[src/rtl/fp_trigger_receiver_n_if.sv]
// Trigger-info word handshake between the trigger receiver and the pulse trigger FIFO.
// A word transfers on the cycle fifo_valid and fifo_ready are both high.
interface fp_trigger_receiver_n_if;
  logic         fifo_valid;
  logic         fifo_ready;
  logic [127:0] fifo_data;

  modport master (output fifo_valid, output fifo_data, input fifo_ready);
  modport slave  (input fifo_valid, input fifo_data, output fifo_ready);
endinterface

[src/rtl/fp_trigger_receiver_n.sv]
// Front-panel trigger receiver (async mode): qualifies, measures width, emits a FIFO word,
// tracks per-channel DDR3/AMC13 occupancy and vetoes retriggers during a programmable holdoff.
module fp_trigger_receiver_n #(
  parameter int          NCHAN       = 5,
  parameter int          BURST_W     = 23,
  parameter int          WIDTH_W     = 4,
  parameter int          TS_W        = 44,
  parameter int          TNUM_W      = 24,
  parameter int          HOLD_W      = 16,
  parameter logic [63:0] MEM_BURSTS  = 64'd1 << 23,
  parameter logic [63:0] PAYLOAD_MAX = 64'd1 << 20
) (
  input  logic                           clk,
  input  logic                           reset,
  input  logic                           reset_trig_num,
  input  logic                           reset_trig_timestamp,
  input  logic                           trigger,
  input  logic                           ttc_trigger,
  input  logic                           ttc_acq_ready,
  input  logic                           accept_triggers,
  input  logic                           async_mode,
  input  logic [NCHAN-1:0]               chan_en,
  input  logic [NCHAN*BURST_W-1:0]       burst_count,
  input  logic [BURST_W-1:0]             thres_overflow,
  input  logic [WIDTH_W-1:0]             fp_trig_width,
  input  logic [HOLD_W-1:0]              holdoff,
  input  logic                           readout_done,
  fp_trigger_receiver_n_if.master        fifo,
  output logic                           pulse_trigger,
  output logic [TNUM_W-1:0]              trig_num,
  output logic [NCHAN*(BURST_W+1)-1:0]   stored_bursts,
  output logic [4:0]                     state,
  output logic [31:0]                    overflow_count,
  output logic [31:0]                    veto_count,
  output logic                           almost_full
);

  // One extra bit per channel so a completely full channel (MEM_BURSTS) is representable.
  localparam int SW = BURST_W + 1;

  typedef enum logic [4:0] {
    S_IDLE    = 5'b00001,
    S_MEASURE = 5'b00010,
    S_STORE   = 5'b00100,
    S_REARM   = 5'b01000,
    S_HOLDOFF = 5'b10000
  } state_e;

  if (TS_W + TNUM_W + 2 + WIDTH_W > 128) begin : g_bad_word_width
    $error("trigger word fields exceed 128 bits");
  end

  state_e              state_q, state_d;
  logic                pulse_q;
  logic [TNUM_W-1:0]   trig_num_q, trig_num_d, tnum_lat_q;
  logic [TS_W-1:0]     ts_q, ts_lat_q;
  logic [WIDTH_W-1:0]  hi_q, hi_d, win_q, win_d;
  logic                went_lo_q, went_lo_d;
  logic [1:0]          type_q, type_d;
  logic [HOLD_W-1:0]   hold_q, hold_d;
  logic                trig_prev_q;
  logic [31:0]         ovf_q, veto_q;
  logic [SW-1:0]       stored_q [NCHAN];

  logic                acc, accept, reject, veto_hit;
  logic                ddr3_full, payload_full;
  logic [63:0]         psum;

  assign acc = trigger & async_mode & accept_triggers & ~ttc_trigger & ttc_acq_ready;

  // Occupancy checks in 64-bit arithmetic so no term can wrap.
  always_comb begin
    ddr3_full   = 1'b0;
    almost_full = 1'b0;
    psum        = 64'd4;
    for (int i = 0; i < NCHAN; i++) begin
      logic [63:0] add;
      add = chan_en[i] ? 64'(burst_count[i*BURST_W +: BURST_W]) + 64'd1 : 64'd0;
      if (64'(stored_q[i]) + add > MEM_BURSTS) ddr3_full = 1'b1;
      psum = psum + (64'(stored_q[i]) << 1) + (chan_en[i] ? (add << 1) + 64'd5 : 64'd0);
      if (stored_q[i] > SW'(thres_overflow)) almost_full = 1'b1;
    end
    payload_full = psum > PAYLOAD_MAX;
  end

  always_comb begin
    state_d   = state_q;
    hi_d      = hi_q;
    win_d     = win_q;
    went_lo_d = went_lo_q;
    type_d    = type_q;
    hold_d    = hold_q;
    accept    = 1'b0;
    reject    = 1'b0;
    veto_hit  = 1'b0;
    case (state_q)
      S_IDLE: begin
        if (acc) begin
          if (ddr3_full || payload_full) begin
            reject  = 1'b1;
            state_d = S_REARM;
          end else begin
            accept    = 1'b1;
            hi_d      = WIDTH_W'(1);
            win_d     = WIDTH_W'(1);
            went_lo_d = 1'b0;
            type_d    = 2'b00;
            state_d   = (fp_trig_width == '0) ? S_STORE : S_MEASURE;
          end
        end
      end
      S_MEASURE: begin
        if (win_q == fp_trig_width) begin
          type_d  = !trigger ? 2'b01 : (went_lo_q ? 2'b11 : 2'b10);
          state_d = S_STORE;
        end else begin
          win_d = win_q + WIDTH_W'(1);
          if (trigger) begin
            if (hi_q != '1) hi_d = hi_q + WIDTH_W'(1);
          end else begin
            went_lo_d = 1'b1;
          end
        end
      end
      S_STORE: begin
        if (fifo.fifo_ready) state_d = S_REARM;
      end
      S_REARM: begin
        if (!trigger) begin
          hold_d  = '0;
          state_d = (holdoff != '0) ? S_HOLDOFF : S_IDLE;
        end
      end
      S_HOLDOFF: begin
        veto_hit = trigger & ~trig_prev_q;
        if (hold_q == holdoff - HOLD_W'(1)) state_d = S_IDLE;
        else                                hold_d  = hold_q + HOLD_W'(1);
      end
      default: state_d = S_IDLE;
    endcase
  end

  always_comb begin
    trig_num_d = trig_num_q;
    if (reset_trig_num || readout_done) trig_num_d = '0;
    else if (accept)                    trig_num_d = trig_num_q + TNUM_W'(1);
  end

  always_ff @(posedge clk) begin
    if (reset) begin
      state_q     <= S_IDLE;
      pulse_q     <= 1'b0;
      trig_num_q  <= '0;
      tnum_lat_q  <= '0;
      ts_q        <= '0;
      ts_lat_q    <= '0;
      hi_q        <= '0;
      win_q       <= '0;
      went_lo_q   <= 1'b0;
      type_q      <= 2'b00;
      hold_q      <= '0;
      trig_prev_q <= 1'b0;
      ovf_q       <= '0;
      veto_q      <= '0;
      for (int i = 0; i < NCHAN; i++) stored_q[i] <= '0;
    end else begin
      state_q     <= state_d;
      pulse_q     <= accept;
      trig_num_q  <= trig_num_d;
      hi_q        <= hi_d;
      win_q       <= win_d;
      went_lo_q   <= went_lo_d;
      type_q      <= type_d;
      hold_q      <= hold_d;
      trig_prev_q <= trigger;
      ts_q        <= reset_trig_timestamp ? '0 : ts_q + TS_W'(1);
      if (reset_trig_timestamp) ts_lat_q <= '0;
      else if (accept)          ts_lat_q <= ts_q;
      // The word carries the number as it stands after this trigger's update.
      if (accept) tnum_lat_q <= trig_num_d;
      if (reject && ovf_q != '1)    ovf_q  <= ovf_q + 32'd1;
      if (veto_hit && veto_q != '1) veto_q <= veto_q + 32'd1;
      for (int i = 0; i < NCHAN; i++) begin
        if (readout_done)
          stored_q[i] <= '0;
        else if (pulse_q && chan_en[i])
          stored_q[i] <= stored_q[i] + SW'(burst_count[i*BURST_W +: BURST_W]) + SW'(1);
      end
    end
  end

  for (genvar g = 0; g < NCHAN; g++) begin : g_stored_out
    assign stored_bursts[g*SW +: SW] = stored_q[g];
  end

  assign fifo.fifo_valid = (state_q == S_STORE);
  assign fifo.fifo_data  = 128'({hi_q, type_q, tnum_lat_q, ts_lat_q});
  assign pulse_trigger   = pulse_q;
  assign trig_num        = trig_num_q;
  assign state           = state_q;
  assign overflow_count  = ovf_q;
  assign veto_count      = veto_q;

endmodule

[src/flat_wrapper.sv]
// flat-port wrapper written by rule: the top's interface ports become plain ports
module fp_trigger_receiver_n_flat 
#(
  parameter int          NCHAN       = 5,
  parameter int          BURST_W     = 23,
  parameter int          WIDTH_W     = 4,
  parameter int          TS_W        = 44,
  parameter int          TNUM_W      = 24,
  parameter int          HOLD_W      = 16,
  parameter logic [63:0] MEM_BURSTS  = 64'd1 << 23,
  parameter logic [63:0] PAYLOAD_MAX = 64'd1 << 20
)
  (clk, reset, reset_trig_num, reset_trig_timestamp, trigger, ttc_trigger, ttc_acq_ready, accept_triggers, async_mode, chan_en, burst_count, thres_overflow, fp_trig_width, holdoff, readout_done, pulse_trigger, trig_num, stored_bursts, state, overflow_count, veto_count, almost_full, fifo_fifo_valid, fifo_fifo_data, fifo_fifo_ready);
  fp_trigger_receiver_n_if fifo_i ();
  input  logic clk;
  input  logic reset;
  input  logic reset_trig_num;
  input  logic reset_trig_timestamp;
  input  logic trigger;
  input  logic ttc_trigger;
  input  logic ttc_acq_ready;
  input  logic accept_triggers;
  input  logic async_mode;
  input  logic [NCHAN-1:0] chan_en;
  input  logic [NCHAN*BURST_W-1:0] burst_count;
  input  logic [BURST_W-1:0] thres_overflow;
  input  logic [WIDTH_W-1:0] fp_trig_width;
  input  logic [HOLD_W-1:0] holdoff;
  input  logic readout_done;
  output logic pulse_trigger;
  output logic [TNUM_W-1:0] trig_num;
  output logic [NCHAN*(BURST_W+1)-1:0] stored_bursts;
  output logic [4:0] state;
  output logic [31:0] overflow_count;
  output logic [31:0] veto_count;
  output logic almost_full;
  output wire logic [$bits(fifo_i.fifo_valid)-1:0] fifo_fifo_valid;
  output wire logic [$bits(fifo_i.fifo_data)-1:0] fifo_fifo_data;
  input wire logic [$bits(fifo_i.fifo_ready)-1:0] fifo_fifo_ready;
  assign fifo_fifo_valid = fifo_i.fifo_valid;
  assign fifo_fifo_data = fifo_i.fifo_data;
  assign fifo_i.fifo_ready = fifo_fifo_ready;
  fp_trigger_receiver_n #(.NCHAN(NCHAN), .BURST_W(BURST_W), .WIDTH_W(WIDTH_W), .TS_W(TS_W), .TNUM_W(TNUM_W), .HOLD_W(HOLD_W), .MEM_BURSTS(MEM_BURSTS), .PAYLOAD_MAX(PAYLOAD_MAX)) u_core (.clk(clk), .reset(reset), .reset_trig_num(reset_trig_num), .reset_trig_timestamp(reset_trig_timestamp), .trigger(trigger), .ttc_trigger(ttc_trigger), .ttc_acq_ready(ttc_acq_ready), .accept_triggers(accept_triggers), .async_mode(async_mode), .chan_en(chan_en), .burst_count(burst_count), .thres_overflow(thres_overflow), .fp_trig_width(fp_trig_width), .holdoff(holdoff), .readout_done(readout_done), .fifo(fifo_i), .pulse_trigger(pulse_trigger), .trig_num(trig_num), .stored_bursts(stored_bursts), .state(state), .overflow_count(overflow_count), .veto_count(veto_count), .almost_full(almost_full));
endmodule
[config.mk]
export PLATFORM = sky130hd
export DESIGN_NAME = fp_trigger_receiver_n_flat
export DESIGN_NICKNAME = d
export VERILOG_FILES = /design/src/rtl/fp_trigger_receiver_n_if.sv /design/src/rtl/fp_trigger_receiver_n.sv /design/src/flat_wrapper.sv
export SDC_FILE = /design/constraint.sdc
export NUM_CORES = 2
export LEC_CHECK = 0
export BUFFER_PORTS_ARGS = -buffer_cell sky130_fd_sc_hd__buf_2
export CAP_MARGIN = 5
export CORE_MARGIN = 2
export CORE_UTILIZATION = 60
export DETAILED_ROUTE_END_ITERATION = 8
export MAX_ROUTING_LAYER = met4
export PLACE_DENSITY = 0.8
export SLEW_MARGIN = 15
export SYNTH_ARGS = -nofsm -noshare
export SYNTH_HDL_FRONTEND = slang
export SYNTH_SLANG_ARGS = --single-unit
[constraint.sdc]
create_clock -name clk -period 13.6 [get_ports clk]
set_input_delay 1.36 -clock clk [delete_from_list [all_inputs] [get_ports clk]]
set_output_delay 1.36 -clock clk [all_outputs]
set_load 0.005 [all_outputs]
Word-level counts from Yosys, hierarchy flattened --
Memory sizes are Yosys's and may differ from the RTL's. Index checks and enable logic that the tools add are counted.
Storage, ports and cells: flip-flop bits (word level) 234, RAM bits 120, input port bits 174, output and inout bits 344, word-level logic and storage cells 222, memories 1
Operators by class: $add $sub $neg 43, order comparisons 11, equality and inequality tests 21, multiplexer cells 95, bitwise operators 17, reduce and logical (&&, ||, !) cells 20
Memories:
- u_core.stored_q | depth 5, width 24, rd ports 5, clocked after memory_dff 0, write ports 5, RTL line fp_trigger_receiver_n.sv:63 | logic [SW-1:0] stored_q [NCHAN];
Operator list (number):
- 2-to-1 mux 64 bit | 10
- adder 24 x 64 -> 64 bit | 5
- adder 64 x 3 -> 64 bit (second input constant) | 5
- adder 64 bit | 5
- greater-than comparator 64 x 24 -> 1 bit (second input constant) | 5
- 2-to-1 mux 24 bit | 12
- adder 64 x 25 -> 64 bit | 4
- adder 24 x 1 -> 24 bit (second input constant) | 6
- adder 23 x 1 -> 24 bit (second input constant) | 5
- adder 24 x 23 -> 24 bit | 5
- greater-than comparator 24 x 23 -> 1 bit | 5
- adder 32 x 1 -> 32 bit (second input constant) | 2
- greater-than comparator 64 x 21 -> 1 bit (second input constant) | 1
- != test 32 bit (second input constant) | 2
- 2-to-1 mux 1 bit | 47
- adder 44 x 1 -> 44 bit (second input constant) | 1
- 2-to-1 mux 5 bit | 7
- 2-to-1 mux 16 bit | 2
- one-hot mux 16 bit (2 select lines) | 1
- adder 3 x 25 -> 26 bit (first input constant) | 1
- one-hot mux 5 bit (5 select lines) | 1
- 2-to-1 mux 4 bit | 6
- adder 16 x 1 -> 16 bit (second input constant) | 1
- equality test 16 bit | 1
- 29 further kinds | 67

Longest topological paths before layout --
depth after elaboration 20, gate-level depth with buffers 38, mapped depth without buffers 35

Worst setup path after synthesis --
OpenSTA, ideal clock, no wires.
path kind input to register, start point in burst_count[96], end point reg u_core.trig_num_q[22], in the netlist u_core.trig_num[22], setup time 0.060 ns, arrival time 10.477 ns, required time 13.540 ns, setup slack 3.063 ns, stages 34, path buffers 1, path through and4_1 nand4_1 nor3_1 a32oi_1 or3_1 or3_1 nor4_1 nand4_1 nor3b_1 xor2_1 nor2_1 fa_1 fa_1 inv_1 fa_1 inv_1 fa_1 inv_1 fa_1 inv_1 ha_1 a21oi_1 o22ai_1 or4_1 or4_1 nor4_1 and4_1 nand4_1 nor4_1 o211a_1 nand3_2 clkbuf_1 or4b_1 nand2_1
Between the ends: cells in the longest elaborated chain, start to end 12, elaborated cells on any way between the ends 15, those cells by class 4 x add/sub; 2 x order compare; 8 x mux; 1 x reduce/logical
Ends and longest elaborated chain:
- start: declaration | RTL line flat_wrapper.sv:25 | input logic [NCHAN*BURST_W-1:0] burst_count;
- adder 23 x 1 -> 24 bit (*) | RTL line fp_trigger_receiver_n.sv:78 | add = chan_en[i] ? 64'(burst_count[i*BURST_W +: BURST_W]) + 64'd1 : 64'd0;
- 2-to-1 mux 64 bit (*) | RTL line fp_trigger_receiver_n.sv:78
- adder 64 x 3 -> 64 bit | RTL line fp_trigger_receiver_n.sv:80 | psum = psum + (64'(stored_q[i]) << 1) + (chan_en[i] ? (add << 1) + 64'd5 : 64'd0);
- 2-to-1 mux 64 bit | RTL line fp_trigger_receiver_n.sv:80
- adder 64 bit | RTL line fp_trigger_receiver_n.sv:80
- greater-than comparator 64 x 21 -> 1 bit | RTL line fp_trigger_receiver_n.sv:83 | payload_full = psum > PAYLOAD_MAX;
- logical OR 1 bit (*) | RTL line fp_trigger_receiver_n.sv:99 | if (ddr3_full || payload_full) begin
- 2-to-1 mux 1 bit (*) | RTL line fp_trigger_receiver_n.sv:99
- 2-to-1 mux 1 bit (*) | RTL line fp_trigger_receiver_n.sv:98 | if (acc) begin
- 2-to-1 mux 1 bit (*) | RTL line fp_trigger_receiver_n.sv:96 | case (state_q)
- 2-to-1 mux 24 bit (*) | RTL line fp_trigger_receiver_n.sv:146 | else if (accept) trig_num_d = trig_num_q + TNUM_W'(1);
- 2-to-1 mux 24 bit (*) | RTL line fp_trigger_receiver_n.sv:145 | if (reset_trig_num || readout_done) trig_num_d = '0;
- end signal: assignment | RTL line fp_trigger_receiver_n.sv:169 | trig_num_q <= trig_num_d;
- end: declaration | RTL line fp_trigger_receiver_n.sv:55 | logic [TNUM_W-1:0] trig_num_q, trig_num_d, tnum_lat_q;
Every way passes the cells marked *; elsewhere a longest branch is shown, timed or not. A chain may end at the register's enable or synchronous reset.

Worst setup path in the final report --
start point in burst_count[95], end point reg u_core.ts_lat_q[36]
Between the ends: cells in the longest elaborated chain, start to end 10, elaborated cells on any way between the ends 13, those cells by class 4 x add/sub; 2 x order compare; 6 x mux; 1 x reduce/logical
Ends and longest elaborated chain:
- adder 23 x 1 -> 24 bit (*) | RTL line fp_trigger_receiver_n.sv:78
- 2-to-1 mux 64 bit (*) | RTL line fp_trigger_receiver_n.sv:78
- adder 64 x 3 -> 64 bit | RTL line fp_trigger_receiver_n.sv:80
- 2-to-1 mux 64 bit | RTL line fp_trigger_receiver_n.sv:80
- adder 64 bit | RTL line fp_trigger_receiver_n.sv:80
- greater-than comparator 64 x 21 -> 1 bit | RTL line fp_trigger_receiver_n.sv:83
- logical OR 1 bit (*) | RTL line fp_trigger_receiver_n.sv:99
- 2-to-1 mux 1 bit (*) | RTL line fp_trigger_receiver_n.sv:99
- 2-to-1 mux 1 bit (*) | RTL line fp_trigger_receiver_n.sv:98
- 2-to-1 mux 1 bit (*) | RTL line fp_trigger_receiver_n.sv:96
- end signal: assignment | RTL line fp_trigger_receiver_n.sv:178 | else if (accept) ts_lat_q <= ts_q;
- end: declaration | RTL line fp_trigger_receiver_n.sv:56 | logic [TS_W-1:0] ts_q, ts_lat_q;
Marked as above.

==> results.yml <==
status:
  status: "complete, no violations"
critical_path:
  crit_path_top_delay_cell: "nor3_1"
  timing.rr.start: "u_core.stored_q[0][2]$_SDFFCE_PN0P_"
  worstSetupPathType: "input port to flip-flop"
  cp_max_fo: 43
  cp_slowest_stage_delay_ns: 0.77
  r2r_cells: 30
  r2r-end: "u_core.ts_lat_q[36]$_SDFFE_PP0N_"
  crit_arrival_ns: 12.26
  critPathLaunchType: "input port"
  reg2reg_setup_slack_ns: 4.00
  critPathRequiredTime_ns: 14.06
  cp_common_cell: "fa_1"
  cp-end-kind: "flip-flop"
global_route:
  grt.total_usage: 0.418
  grt_overflow: 0
  grt-busiest-layer: "met2"
  use_met3: 0.0937
  grt_pass1_vias: 37800
  grt_pass1_wl_microns: 222000
  antenna_found_initial: 8
  use_met1: 0.512
  grt_max_degree: 83
  grtUsageMet2: 0.630
cts:
  path_clk_slew_ns: 0.06
  cts_root_buffer: "clkbuf_16"
  clock_latency_ns: 0.62
  cts_setup_buffers: 0
  tritoncts: "built"
  cts_max_level: 2
  cts_buffer_depth: 3
  hold_buffers: 0
  cts_buffers: 40
  cts_resized: 0
  cts.sinks: 354
timing:
  fin_crit_sh: 0.868
  hold_viol_final: 0
  maxSlewViolCount: 0
  tns_ns: 0
  fin_skew_ns: 0.0531
  tightestPinTransition_ns: 1.25
  slew_headroom: 0.154
  rsz0062_at_grt: "false"
  fmax_ghz: 0.0847
  setup_viol: 0
  holdWs_ns: 0.452
  min_period_ns: 11.81
routing:
  final_antenna_net_count: 0
  wl_per_cell_microns: 23.2
  vias: 40600
  drc: 0
  viasPerCell: 6.35
  drtIter0Drc: 3727
  first_pass_iters: 9
  drt-total-wl_microns: 148000
pwr:
  vdd_ir_drop_max_mv: 0.225
  power_density_nw_per_um2: 115
  leakagePower_nw: 21.0
yosys:
  synth_cells: 5059
  ys.warnings.count: 0
  async_reset_ff_frac: 0
  synth-edff-count: 120
  ys.flop_type: "dfxtp_1"
  ys_seq_area_frac: 0.201
  ys_ff_latch: 354
  syn_area_sq_um: 41200
  synth_cell_types: 93
  avgSynthCellArea_sq_um: 8.14
hold_path:
  holdCritPathClass: "flip-flop to flip-flop"
  worst_hold_path.endpoint: "u_core.tnum_lat_q[19]$_SDFFE_PP0N_"
  hold_depth: 2
  holdCritStartpoint: "u_core.tnum_lat_q[19]$_SDFFE_PP0N_"
cells_and_area:
  nNetsFinal: 6255
  fill_cells: 5840
  final_common_cell: "nor2_1"
  syn_to_final_growth_pct: 10.9
  drive_gt1_frac: 0.116
  multiInputGateArea_sq_um: 30700
  layout_common_cells: "547 x nor2_1, 463 x buf_2, 404 x ha_1, 390 x inv_1, 386 x nand2_1"
  seq_area_sq_um: 8290
  fin_cells: 6392
  final_area_sq_um: 45700
floorplanning:
  die-area_sq_um: 70800
  die_y_microns: 266
  start_util: 0.604
  ioPinCount: 518
  die_w_microns: 266
  coreArea_sq_um: 68200
  rows: 96
placement:
  globalplace.congestion: 1.09
  port_buffers: 463
  dpl_cell_area_sq_um: 44200
  dpl.hpwl_microns: 120000
  place_inst: 6310
job:
  maxCapViolCount: 0
-- power breakdown --
group          internal, mW  switching, mW  total, mW  leakage [nW]
logic                  1.11           1.80       2.91          17.0
registers              1.11         0.0494       1.16          3.22
clock network         0.686          0.504       1.19         0.716
-- worst max-delay path, delay by kind of cell --
family	cells	cell delay, ns
AOI/OAI and AO/OA	4	1.16
xor gates and xnor gates	1	0.17
muxes	1	0.20
buffers and inverters	8	1.29
adders and majority gates	6	2.90
and+or+nand+nor	17	5.12
-- worst max path at each step --
stage	startpoint	to	slack, ns
floorplan	burst_count[96]	u_core.trig_num[22]$_SDFF_PP0_	3.06
detailed placement	burst_count[95]	u_core.ts_lat_q[36]$_SDFFE_PP0N_	1.34
global route	burst_count[95]	u_core.ts_lat_q[6]$_SDFFE_PP0N_	1.08
global placement	burst_count[95]	u_core.ts_lat_q[36]$_SDFFE_PP0N_	1.59
CTS	burst_count[95]	u_core.ts_lat_q[36]$_SDFFE_PP0N_	1.94
finish	burst_count[95]	u_core.ts_lat_q[36]$_SDFFE_PP0N_	1.79
-- layout make-up --
| type | count | share of cell area |
|---|---|---|
| clock buffer | 54 | 0.0263 |
| multi-input combinational | 4173 | 0.672 |
| inverter | 391 | 0.0321 |
| sequential | 354 | 0.181 |
| timing repair buffer | 510 | 0.0584 |
| tap | 882 | 0.0242 |
| clock inverter | 18 | 0.00509 |
| antenna | 10 | 0.000548 |
-- kinds of logic after synthesis --
group,Yosys count,synth area share
mux,70,0.0172
fa+ha+maj,611,0.223
xor+xnor,479,0.102
compound gates,1033,0.165
buf+inv,589,0.0593
flops,354,0.201
other cells,2,0.000182
simple gates,1921,0.232
-- per-layer routing --
layer | wire (microns) | up-vias
met3 | 14900 | 516
met4 | 11000 | 0
li1 | - | 18700
met1 | 58100 | 19300
met2 | 64200 | 2048
met5 | 0 | -
-- flip-flops by register name (all words and copies together), names as in the netlist --
name                   flops
u_core.stored_q          120
u_core.ts_lat_q           44
u_core.ts_q               44
u_core.overflow_count     32
u_core.veto_count         32
u_core.tnum_lat_q         24
u_core.trig_num           24
u_core.hold_q             16
u_core.state               5
u_core.hi_q                4
u_core.win_q               4
u_core.type_q              2
u_core.pulse_trigger       1
u_core.trig_prev_q         1
u_core.went_lo_q           1
-- synth_stat cells (30+ instances only) --
cell        n  area, sq um
edfxtp_1  120         3600
a21oi_1   271         1360
and3_1     90          563
nor3_1    114          571
and2_1     50          313
o211ai_1   37          278
inv_1     390         1460
a21o_1     84          631
nand3_1   190          951
nand2_1   386         1450
dfxtp_1   234         4680
xnor2_1   242         2120
mux2i_1    65          651
or3_1      71          444
nor4_1     48          300
o21bai_1   30          225
nor2_1    547         2050
nand2b_1   71          444
o21a_1     62          465
nor2b_1    75          469
or4_1      43          323
nand4_1   119          744
buf_4      55          413
clkbuf_1  126          473
o31ai_1    40          300
a31oi_1    44          275
xor2_1    237         2080
a211oi_1   39          293
ha_1      404         5050
fa_1      207         4140
o21ai_0   198          991
-- stage by stage --
stage                     setup WS [ns]   util  total power [mW]
after global placement             1.59  0.648              3.97
after global routing               1.08  0.669              5.62
after detailed placement           1.34  0.648              3.99
after floorplan                    3.06      -              3.28
final                              1.79  0.670              5.26
after CTS                          1.94  0.669              5.18
No activity file was read; power rests on OpenSTA's default activity.
